File: src/rtl/ctba_fetch_sched_pkg.sv
// rtl/ctba_fetch_sched_pkg.sv - shared types and constants for the CTBA fetch scheduler
package ctba_fetch_sched_pkg;
  localparam int C_NSLOT       = 32;
  localparam int C_SLOTW       = 5;
  localparam int C_FAIRCNT_DEF = 4;

  typedef logic [C_SLOTW-1:0] slot_t;

  typedef enum logic [1:0] {
    S_IDLE,
    S_FETCH,
    S_PORT,
    S_PDROP
  } state_t;
endpackage

File: src/rtl/ctba_fetch_sched_if.sv
// rtl/ctba_fetch_sched_if.sv - port FSM, fetch engine, cache and ready-stream signals of the scheduler
interface ctba_fetch_sched_if;
  import ctba_fetch_sched_pkg::*;

  logic [C_NSLOT-1:0] port2sched_ci;
  logic [C_NSLOT-1:0] port2sched_clr;
  logic               port2ctba_FetchCmd_req;
  slot_t              port2ctba_FetchCmd_slot;
  logic               ctba2sched_done;
  logic               ctba2sched_err;
  logic               port_req;
  slot_t              port_slot;
  logic               port_we;
  logic               port_ack;
  logic               port2cache_req;
  slot_t              port2cache_slot;
  logic               port2cache_we;
  logic               cache2port_ack;
  logic               sched_rdy_valid;
  slot_t              sched_rdy_slot;
  logic               sched_rdy_pop;
  logic               sched_fetch_err;
  slot_t              sched_err_slot;

  modport master (
    output port2sched_ci, port2sched_clr, ctba2sched_done, ctba2sched_err,
           port_req, port_slot, port_we, cache2port_ack, sched_rdy_pop,
    input  port2ctba_FetchCmd_req, port2ctba_FetchCmd_slot, port_ack,
           port2cache_req, port2cache_slot, port2cache_we,
           sched_rdy_valid, sched_rdy_slot, sched_fetch_err, sched_err_slot
  );

  modport slave (
    input  port2sched_ci, port2sched_clr, ctba2sched_done, ctba2sched_err,
           port_req, port_slot, port_we, cache2port_ack, sched_rdy_pop,
    output port2ctba_FetchCmd_req, port2ctba_FetchCmd_slot, port_ack,
           port2cache_req, port2cache_slot, port2cache_we,
           sched_rdy_valid, sched_rdy_slot, sched_fetch_err, sched_err_slot
  );
endinterface

File: src/rtl/ctba_fetch_sched_rr_pick32.sv
// rtl/ctba_fetch_sched_rr_pick32.sv - 32-bit rotating priority encoder (first set bit at/after ptr)
module rr_pick32
  import ctba_fetch_sched_pkg::*;
(
  input  logic [C_NSLOT-1:0] vec,
  input  slot_t              ptr,
  output logic               valid,
  output slot_t              idx
);

  slot_t k;

  // Scan offsets from the far end down so the smallest offset from ptr wins.
  always_comb begin
    valid = 1'b0;
    idx   = '0;
    k     = '0;
    for (int i = C_NSLOT - 1; i >= 0; i--) begin
      k = ptr + slot_t'(i);
      if (vec[k]) begin
        valid = 1'b1;
        idx   = k;
      end
    end
  end

endmodule

File: src/rtl/ctba_fetch_sched.sv
// rtl/ctba_fetch_sched.sv - schedules CTBA fetches and arbitrates the shared command-cache port
module ctba_fetch_sched
  import ctba_fetch_sched_pkg::*;
#(
  parameter int C_FAIRCNT = C_FAIRCNT_DEF
) (
  input  logic                sys_clk,
  input  logic                sys_rst,
  ctba_fetch_sched_if.slave   bus
);

  state_t             state, state_nx;
  logic [C_NSLOT-1:0] cached, ready, inflight;
  logic [C_NSLOT-1:0] cached_nx, ready_nx, inflight_nx;
  logic [C_NSLOT-1:0] live, pending, rdy_vec;
  slot_t              rr_ptr, rdy_ptr, fetch_slot, pick_slot, rdy_slot;
  slot_t              pc_slot, err_slot_q;
  logic               pc_we, err_q, fetch_kill;
  logic               pick_valid, rdy_valid;
  logic [3:0]         fair;
  logic               grant_port, start_fetch, fetch_end, commit;

  // A slot is live while issued and not being completed this cycle.
  assign live    = bus.port2sched_ci & ~bus.port2sched_clr;
  assign pending = live & ~cached & ~inflight;
  assign rdy_vec = ready & live;

  rr_pick32 u_pend_pick (.vec(pending), .ptr(rr_ptr),  .valid(pick_valid), .idx(pick_slot));
  rr_pick32 u_rdy_pick  (.vec(rdy_vec), .ptr(rdy_ptr), .valid(rdy_valid),  .idx(rdy_slot));

  // Port wins unless a fetch is waiting and the port has used up its fairness budget.
  assign grant_port  = (state == S_IDLE) && bus.port_req &&
                       (!pick_valid || (fair < 4'(C_FAIRCNT)));
  assign start_fetch = (state == S_IDLE) && !grant_port && pick_valid;
  assign fetch_end   = (state == S_FETCH) && (bus.ctba2sched_done || bus.ctba2sched_err);
  assign commit      = (state == S_FETCH) && bus.ctba2sched_done && !bus.ctba2sched_err &&
                       !fetch_kill && live[fetch_slot];

  // State register.
  always_ff @(posedge sys_clk) begin
    if (sys_rst) state <= S_IDLE;
    else         state <= state_nx;
  end

  // Next-state logic.
  always_comb begin
    state_nx = state;
    case (state)
      S_IDLE:  if (grant_port) state_nx = S_PORT;
               else if (start_fetch) state_nx = S_FETCH;
      S_FETCH: if (fetch_end) state_nx = S_IDLE;
      S_PORT:  if (bus.cache2port_ack) state_nx = S_PDROP;
      S_PDROP: if (!bus.cache2port_ack) state_nx = S_IDLE;
      default: state_nx = S_IDLE;
    endcase
  end

  // Outputs decoded from state; fetch and port cache requests are mutually exclusive by state.
  always_comb begin
    bus.port2ctba_FetchCmd_req  = (state == S_FETCH);
    bus.port2ctba_FetchCmd_slot = fetch_slot;
    bus.port2cache_req          = (state == S_PORT);
    bus.port2cache_slot         = pc_slot;
    bus.port2cache_we           = pc_we;
    bus.port_ack                = (state == S_PORT) && bus.cache2port_ack;
    bus.sched_rdy_valid         = rdy_valid;
    bus.sched_rdy_slot          = rdy_slot;
    bus.sched_fetch_err         = err_q;
    bus.sched_err_slot          = err_slot_q;
  end

  // Slot bitmap updates: drop dead slots, mark fetch start/finish, consume popped slots.
  always_comb begin
    cached_nx   = cached & live;
    ready_nx    = ready & live;
    inflight_nx = inflight;
    if (rdy_valid && bus.sched_rdy_pop) ready_nx[rdy_slot] = 1'b0;
    if (start_fetch) inflight_nx[pick_slot] = 1'b1;
    if (fetch_end) inflight_nx[fetch_slot] = 1'b0;
    if (commit) begin
      cached_nx[fetch_slot] = 1'b1;
      ready_nx[fetch_slot]  = 1'b1;
    end
  end

  // Datapath registers: bitmaps, pointers, fairness counter, latched port/fetch context.
  always_ff @(posedge sys_clk) begin
    if (sys_rst) begin
      cached     <= '0;
      ready      <= '0;
      inflight   <= '0;
      rr_ptr     <= '0;
      rdy_ptr    <= '0;
      fetch_slot <= '0;
      fetch_kill <= 1'b0;
      fair       <= '0;
      pc_slot    <= '0;
      pc_we      <= 1'b0;
      err_q      <= 1'b0;
      err_slot_q <= '0;
    end else begin
      cached   <= cached_nx;
      ready    <= ready_nx;
      inflight <= inflight_nx;
      err_q    <= (state == S_FETCH) && bus.ctba2sched_err;
      if ((state == S_FETCH) && bus.ctba2sched_err) err_slot_q <= fetch_slot;
      if (grant_port) begin
        pc_slot <= bus.port_slot;
        pc_we   <= bus.port_we;
        if (pick_valid) fair <= fair + 4'd1;
      end
      if (start_fetch) begin
        fetch_slot <= pick_slot;
        fetch_kill <= 1'b0;
        fair       <= '0;
      end else if ((state == S_FETCH) && !live[fetch_slot]) begin
        fetch_kill <= 1'b1;
      end
      if ((state == S_FETCH) && bus.ctba2sched_done && !bus.ctba2sched_err)
        rr_ptr <= fetch_slot + 5'd1;
      if (rdy_valid && bus.sched_rdy_pop) rdy_ptr <= rdy_slot + 5'd1;
    end
  end

endmodule

File: src/flat_wrapper.sv
// flat-port wrapper written by rule: the top's interface ports become plain ports
module ctba_fetch_sched_flat import ctba_fetch_sched_pkg::*;
#(
  parameter int C_FAIRCNT = C_FAIRCNT_DEF
)
  (sys_clk, sys_rst, bus_port2sched_ci, bus_port2sched_clr, bus_ctba2sched_done, bus_ctba2sched_err, bus_port_req, bus_port_slot, bus_port_we, bus_cache2port_ack, bus_sched_rdy_pop, bus_port2ctba_FetchCmd_req, bus_port2ctba_FetchCmd_slot, bus_port_ack, bus_port2cache_req, bus_port2cache_slot, bus_port2cache_we, bus_sched_rdy_valid, bus_sched_rdy_slot, bus_sched_fetch_err, bus_sched_err_slot);
  ctba_fetch_sched_if bus_i ();
  input  logic sys_clk;
  input  logic sys_rst;
  input wire logic [$bits(bus_i.port2sched_ci)-1:0] bus_port2sched_ci;
  input wire logic [$bits(bus_i.port2sched_clr)-1:0] bus_port2sched_clr;
  input wire logic [$bits(bus_i.ctba2sched_done)-1:0] bus_ctba2sched_done;
  input wire logic [$bits(bus_i.ctba2sched_err)-1:0] bus_ctba2sched_err;
  input wire logic [$bits(bus_i.port_req)-1:0] bus_port_req;
  input wire logic [$bits(bus_i.port_slot)-1:0] bus_port_slot;
  input wire logic [$bits(bus_i.port_we)-1:0] bus_port_we;
  input wire logic [$bits(bus_i.cache2port_ack)-1:0] bus_cache2port_ack;
  input wire logic [$bits(bus_i.sched_rdy_pop)-1:0] bus_sched_rdy_pop;
  output wire logic [$bits(bus_i.port2ctba_FetchCmd_req)-1:0] bus_port2ctba_FetchCmd_req;
  output wire logic [$bits(bus_i.port2ctba_FetchCmd_slot)-1:0] bus_port2ctba_FetchCmd_slot;
  output wire logic [$bits(bus_i.port_ack)-1:0] bus_port_ack;
  output wire logic [$bits(bus_i.port2cache_req)-1:0] bus_port2cache_req;
  output wire logic [$bits(bus_i.port2cache_slot)-1:0] bus_port2cache_slot;
  output wire logic [$bits(bus_i.port2cache_we)-1:0] bus_port2cache_we;
  output wire logic [$bits(bus_i.sched_rdy_valid)-1:0] bus_sched_rdy_valid;
  output wire logic [$bits(bus_i.sched_rdy_slot)-1:0] bus_sched_rdy_slot;
  output wire logic [$bits(bus_i.sched_fetch_err)-1:0] bus_sched_fetch_err;
  output wire logic [$bits(bus_i.sched_err_slot)-1:0] bus_sched_err_slot;
  assign bus_i.port2sched_ci = bus_port2sched_ci;
  assign bus_i.port2sched_clr = bus_port2sched_clr;
  assign bus_i.ctba2sched_done = bus_ctba2sched_done;
  assign bus_i.ctba2sched_err = bus_ctba2sched_err;
  assign bus_i.port_req = bus_port_req;
  assign bus_i.port_slot = bus_port_slot;
  assign bus_i.port_we = bus_port_we;
  assign bus_i.cache2port_ack = bus_cache2port_ack;
  assign bus_i.sched_rdy_pop = bus_sched_rdy_pop;
  assign bus_port2ctba_FetchCmd_req = bus_i.port2ctba_FetchCmd_req;
  assign bus_port2ctba_FetchCmd_slot = bus_i.port2ctba_FetchCmd_slot;
  assign bus_port_ack = bus_i.port_ack;
  assign bus_port2cache_req = bus_i.port2cache_req;
  assign bus_port2cache_slot = bus_i.port2cache_slot;
  assign bus_port2cache_we = bus_i.port2cache_we;
  assign bus_sched_rdy_valid = bus_i.sched_rdy_valid;
  assign bus_sched_rdy_slot = bus_i.sched_rdy_slot;
  assign bus_sched_fetch_err = bus_i.sched_fetch_err;
  assign bus_sched_err_slot = bus_i.sched_err_slot;
  ctba_fetch_sched #(.C_FAIRCNT(C_FAIRCNT)) u_core (.sys_clk(sys_clk), .sys_rst(sys_rst), .bus(bus_i));
endmodule
File: config.mk
export PLATFORM = sky130hd
export DESIGN_NAME = ctba_fetch_sched_flat
export DESIGN_NICKNAME = d
export VERILOG_FILES = /design/src/rtl/ctba_fetch_sched_pkg.sv /design/src/rtl/ctba_fetch_sched_if.sv /design/src/rtl/ctba_fetch_sched_rr_pick32.sv /design/src/rtl/ctba_fetch_sched.sv /design/src/flat_wrapper.sv
export SDC_FILE = /design/constraint.sdc
export NUM_CORES = 1
export LEC_CHECK = 0
export BUFFER_PORTS_ARGS = -buffer_cell sky130_fd_sc_hd__buf_4
export CORE_ASPECT_RATIO = 1.1
export CORE_MARGIN = 2
export CORE_UTILIZATION = 42
export DETAILED_ROUTE_END_ITERATION = 12
export GPL_TIMING_DRIVEN = 0
export PLACE_DENSITY_LB_ADDON = 0.12
export REMOVE_ABC_BUFFERS = 1
export SLEW_MARGIN = 15
export SYNTH_ARGS = -nofsm -noshare
export SYNTH_HDL_FRONTEND = slang
export SYNTH_SLANG_ARGS = --single-unit
File: constraint.sdc
create_clock -name sys_clk -period 6 [get_ports sys_clk]
set_input_delay 0.9 -clock sys_clk [delete_from_list [all_inputs] [get_ports sys_clk]]
set_output_delay 0.9 -clock sys_clk [all_outputs]
set_load 0.01 [all_outputs]
==> results of run 1 <==
==> state kept, by name, summed over array words and instances, names as in the netlist <==
| register | flops |
|---|---|
| u_core.cached | 32 |
| u_core.inflight | 32 |
| u_core.ready | 32 |
| u_core.bus.port2cache_slot | 5 |
| u_core.bus.port2ctba_FetchCmd_slot | 5 |
| u_core.bus.sched_err_slot | 5 |
| u_core.rdy_ptr | 5 |
| u_core.rr_ptr | 5 |
| u_core.fair | 4 |
| u_core.state | 2 |
| u_core.bus.port2cache_we | 1 |
| u_core.bus.sched_fetch_err | 1 |
| u_core.fetch_kill | 1 |
==> kinds of logic after synthesis <==
| kind of cell | synth area share [%] |
|---|---|
| flops | 13.7 |
| buf+inv | 4.71 |
| simple gates | 27.5 |
| mux | 22.6 |
| fa+ha+maj | 2.17 |
| xor+xnor | 3.56 |
| compound gates | 25.8 |
==> metal layers <==
layer,vias to the layer above,track usage (%),share of wire [%]
met1,10800,47.7,35
met4,2,35.4,10
met5,-,0,0.013
met2,1537,67.1,45
met3,414,9.59,9.8
li1,9362,-,-
==> layout by cell type (no fill, tap or decap), types with 13 or more instances in the layout <==
cell	Yosys	routed
o211ai_1	38	38
and2_1	34	34
nor2_1	152	149
nand3_1	63	61
o221ai_1	17	16
and3_1	25	25
clkbuf_16	0	18
o41ai_1	20	18
buf_4	10	158
a221oi_1	25	23
xnor2_1	58	46
and3b_1	29	29
a21oi_1	182	181
nor4b_1	36	35
a22oi_1	21	20
o22ai_1	47	45
nor3_1	41	40
nand2b_1	33	33
mux4_2	125	125
nor3b_1	33	31
mux2i_1	105	91
nand2_1	250	245
o21ai_0	95	91
dfxtp_1	130	119
nor4_1	19	13
o21ai_1	31	34
nand4_1	17	17
inv_1	29	26
ha_1	33	24
mux2_2	36	35
nor2b_1	33	32
a211oi_1	32	28
a21boi_0	20	19
a31oi_1	21	19
nand3b_1	57	57
or4b_1	24	24
==> report_power, final <==
group,internal [mW],leakage [nW],switching [mW],total (mW)
registers,0.900,1.06,0.131,1.03
clock network,0.638,0.295,0.479,1.12
logic,2.85,6.44,5.27,8.12
total,4.39,7.79,5.88,10.3
==> worst paths after layout <==
path                                                    from                            to  slack [ps]
worst min-delay path            u_core.bus.sched_err_slot[1]  u_core.bus.sched_err_slot[1]         460
worst min register to register  u_core.bus.sched_err_slot[1]  u_core.bus.sched_err_slot[1]         460
worst max register to register             u_core.rdy_ptr[3]              u_core.ready[10]         250
worst max-delay path                       u_core.rdy_ptr[4]         bus_sched_rdy_slot[4]        -120
==> stage by stage <==
stage               setup TNS [ps]  worst slack, ps  utilization (%)  cell area (µm²)
floorplan                   -55430            -1760                -            18300
finish                        -120             -120             49.9            22300
detailed placement         -182680            -2490             45.1            20100
global route                  -228             -135             49.9            22300
CTS                              0             2.20             48.6            21700
global placement           -401540            -6080             44.4            19800
==> cell type report <==
cell class / count / area [µm²]
clock buffers: 18 / 439
clock inverters: 14 / 169
fillers: 4364 / 22300
inverters: 42 / 218
multi-input cells: 2023 / 16500
flip-flops and latches: 130 / 2630
well taps: 581 / 727
repair buffers: 178 / 1580
==> synth_stat cells, types with 41 or more instances <==
cell type    n  area (µm²)
buf_2       47         235
xnor2_1     58         508
a21oi_1    182         911
nand2_1    250         938
mux4_2     125        2820
nor2_1     152         571
nand3b_1    57         428
nand3_1     63         315
mux2i_1    105        1050
dfxtp_1    130        2600
o22ai_1     47         294
clkbuf_1    89         334
nor3_1      41         205
o21ai_0     95         475
==> worst max-delay path, stage by stage (launching register included) <==
cell and delay (ps):
dfxtp_2 870, inv_2 540, xnor2_1 530, or4_1 180, o41ai_1 140, a211oi_1 1070, o31ai_1 170, a21oi_1 200
a211o_1 190, a31oi_4 160, or2_4 340, inv_6 160, buf_4 150
==> timing repair <==
item                       4_1_cts  5_1_grt
gates cloned                     2        1
pin swaps                       14       15
gates resized for setup        105       61
setup buffers                   40       24
hold buffers                     0        0
setup endpoints to repair       93       79
==> results.toml, run 1 <==
[run_status]
status = "complete, but fails checks"
failed_checks = "setup timing"

[sta]
slew_viol_final = 0
relSlewSlack_pct = 16.5
period_share_pct = 102
rsz0062_at_grt = "yes"
min_period_ps = 6120
hold_viol = 0
finalSetupViolCount = 1
holdWs_ps = 457
fin_ws_ps = -120
tightest_slew_ps = 1250
skew_ps = 20.7
fmax_ghz = 0.163

[floorplanning]
die_y_um = 227
die_area_um2 = 47100
die_x_um = 207
ioPinCount = 103
initial_utilization_pct = 42.8
coreArea_um2 = 44600
fp-row-count = 81

[clocking]
cts_buffers = 17
cts_root_buffer = "clkbuf_16"
cts_buffer_depth = 2
htree_num_levels = 4
clkSlewWorstSetupHoldPaths_ps = 80
clock-sinks = 130
insertion_delay_ps = 450
tritoncts = "done"

[hold_path]
hp-class = "reg -> reg"
min_path_cells = 2

[logic_synthesis]
ys_types = 114
synthCells = 2358
synth-edff-count = 0
ys_ff_latch = 130
postSynthAreaPerCell_um2 = 8.09
synth_seq_area_share_pct = 13.7
ys_async_sr_fraction_pct = 0
synth_ff_type = "dfxtp_1"
synth_warnings = 0
netlist_area_um2 = 19100

[final_layout]
layoutNonFillerInstCount = 2986
drive_gt1_share_pct = 23.1
finalNetCount = 2502
n_antenna_cell = 0
syn_to_final_growth_pct = 16.8

[critical_path]
worstRegToRegCells = 20
cp_data_arrival_time_ps = 5220
worstPathRequired_ps = 5100
crit_fanout = 21
end_kind = "output pin"
crit_path_start_kind = "flop"
critical_path_class = "reg -> out"

[job]
drv_cap = 0

[grt]
grt_pass1_vias = 20600
antenna_found_initial = 1
grt_first_pass_wirelength_um = 145000
grt_overflow = 0
grt_use_total_pct = 41.9
grt_max_degree = 129

[pwr]
peakVddDrop_v = 0.000398
power_mw = 10.3
p_leak_nw = 7.79
power.density_nw_per_um2 = 461

[placement]
dpl.cell_count = 2887
gp_congestion = 1.01
dp_hpwl_um = 75300
port_buffers = 102

[detailed_routing]
drt_wl_total_um = 101000
wire_per_inst_um = 33.9
ant_nets = 0
dr.pass1.iters = 8
drtIter0Drc = 2827
num_vias = 22100
remaining_drc_errors = 0
viasPerCell = 7.41
(Power assumes the default switching activity.)
==> run 2, diff against run 1 <==
==> constraint.sdc (replaced) <==
create_clock -name sys_clk -period 6 [get_ports sys_clk]
set_input_delay 0.3 -clock sys_clk [delete_from_list [all_inputs] [get_ports sys_clk]]
set_output_delay 0.3 -clock sys_clk [all_outputs]
set_load 0.01 [all_outputs]
==> run 2 against run 1 <==
The flow now finishes without violations. Setup slack improved by 130 ps. Cell count decreased by 0.80%. Wire length decreased by 1.2%. Cell area decreased by 1.7%. Die area unchanged. Sequential power about the same. Utilization decreased by 0.83 points. Sequential share of layout area increased by 0.19 points. Worst hold slack got worse by 370 ps. Maximum frequency increased by 2.2%. Count of clock-buffer cells in the layout unchanged. Critical endpoint unchanged. Largest cell class unchanged. Largest power group unchanged.
==> results.toml, run 2 (synthesis results as in run 1) <==
[critical_path]
worstPathRequired_ps = 5700
cpLargestDelayFamily = "multiplexers"
cp_data_arrival_time_ps = 5690
path_cells = "inv_6, ha_4, inv_6, mux4_2, mux4_2, mux2_2, nand3_1, a21oi_1, o31ai_1, nor4b_4, a31oi_4, or2_4, inv_4, buf_4"
critPathSlowestCell = "mux4_2"
crit_path_start_kind = "flop"
crit_fanout = 37
end_kind = "output pin"
critPathBufInv = 4
critical_path_class = "reg -> out"
slowest_delay_ps = 650

[sta]
period_share_pct = 99.8
tightest_slew_ps = 1240
fmax_ghz = 0.167
skew_ps = 14.9
slew_viol_final = 0
min_period_ps = 5990
relSlewSlack_pct = 16.7
finalSetupViolCount = 0
holdWs_ps = 89.9
hold_viol = 0
rsz0062_at_grt = "no"

[pwr]
power_mw = 10.0
peakVddDrop_v = 0.000347
p_sw_share_pct = 57.8
p_leak_nw = 7.64
pwr-share-comb_pct = 78.5
intPower_mw = 4.23
p_switching_mw = 5.79
power.density_nw_per_um2 = 458
p_seq_share_pct = 10.3
pwr-share-clk_pct = 11.2

[grt]
grt_use_total_pct = 41.3
grt_overflow = 0
grt_pass1_vias = 20500
grt_first_pass_wirelength_um = 144000
antenna_found_initial = 3
grt_max_degree = 129

[detailed_routing]
drt_wl_total_um = 100000
num_vias = 21900
viasPerCell = 7.40
dr.pass1.iters = 6
ant_nets = 0
drtIter0Drc = 3132
wire_per_inst_um = 33.8
remaining_drc_errors = 0

[final_layout]
fin_util_pct = 49.1
final_common_cell = "nand2_1"
finalNetCount = 2477
largestRegisters = "u_core.cached x32, u_core.inflight x32, u_core.ready x32"
final_cell_mix = "nand2_1 (246), a21oi_1 (182), nor2_1 (149), buf_4 (133), mux4_2 (125)"
syn_to_final_growth_pct = 14.8
fin_area_um2 = 21900
drive_gt1_share_pct = 21.7

[floorplanning]
die_area_um2 = 47100
die_y_um = 227
coreArea_um2 = 44600
fp-row-count = 81
initial_utilization_pct = 42.8
ioPinCount = 103
die_x_um = 207

[clocking]
cts_buffers = 17
clkSlewWorstSetupHoldPaths_ps = 70
htree_num_levels = 4
tritoncts = "done"
insertion_delay_ps = 450
clock-sinks = 130
cts_buffer_depth = 2
cts_root_buffer = "clkbuf_16"

[placement]
gp_congestion = 1.01
placed_area_um2 = 20100
port_buffers = 102
dp_hpwl_um = 75300

[hold_path]
hp-class = "in -> reg"

[job]
drv_cap = 0

[run_status]
status = "completed"
## run 2: final timing paths
kind | endpoint | depth (start not counted) | slack (ps) | start
min | u_core.bus.port2cache_slot[2] | 3 | 90 | bus_port_slot[2]
max | bus_sched_rdy_slot[4] | 14 | 10 | u_core.rdy_ptr[1]
min reg2reg | u_core.bus.sched_err_slot[1] | 2 | 460 | u_core.bus.sched_err_slot[1]
max reg2reg | u_core.ready[24] | 16 | 80 | u_core.rdy_ptr[1]
## run 2: cell type report
cell class	instances	area [µm²]
Multi-Input combinational cell	2023	16300
Tap cell	581	727
Antenna cell	1	2.50
Clock inverter	14	169
Timing Repair Buffer	153	1380
Fill cell	4398	22700
Inverter	42	198
Sequential cell	130	2630
Clock buffer	18	439
## run 2: repair_timing
| item | in CTS | in global routing |
|---|---|---|
| cloned | 1 | 1 |
| hold buffers | 0 | 0 |
| setup buffers | 20 | 20 |
| pin swaps | 8 | 9 |
| gates resized for setup | 85 | 47 |
| setup endpoints to repair | 93 | 80 |
## run 2: worst reg2reg max path: cells and delay by family (launching register included)
family	cells	cell delay, ps
AO/OA/AOI/OAI	7	2270
AND/OR/NAND/NOR	5	1390
adder cells (fa/ha/maj)	2	750
multiplexers	1	620
flip-flops	1	590
buffers and inverters	1	130
## run 2: per-layer routing
| metal | vias up | wire length (µm) | GRT usage, % | share of wire [%] |
|---|---|---|---|---|
| met1 | 10700 | 35600 | 47.9 | 35 |
| met3 | 393 | 9640 | 8.57 | 9.6 |
| met4 | 4 | 9800 | 32.9 | 9.8 |
| met2 | 1532 | 45100 | 66.9 | 45 |
| li1 | 9310 | - | - | - |
| met5 | - | 27 | 0 | 0.027 |
## run 2: through the flow
step / setup WS, ps / setup TNS [ps] / cells
final: 10.6 / 0 / 2962
after floorplan: -1410 / -51830 / 2194
after global routing: 0.892 / 0 / 2962
after detailed placement: -2370 / -179080 / 2887
after CTS: -46.5 / -50.9 / 2940
after global placement: -5820 / -397940 / 2877
## run 2: power groups by stage
| stage | Clock, mW | Sequential (mW) | Combinational [mW] |
|---|---|---|---|
| floorplan | 0 | 1.07 | 3.89 |
| global placement | 0 | 1.17 | 6.24 |
| detailed placement | 0 | 1.04 | 6.52 |
| CTS | 1.12 | 1.02 | 7.04 |
| global route | 1.16 | 1.04 | 8.13 |
| finish | 1.12 | 1.04 | 7.86 |
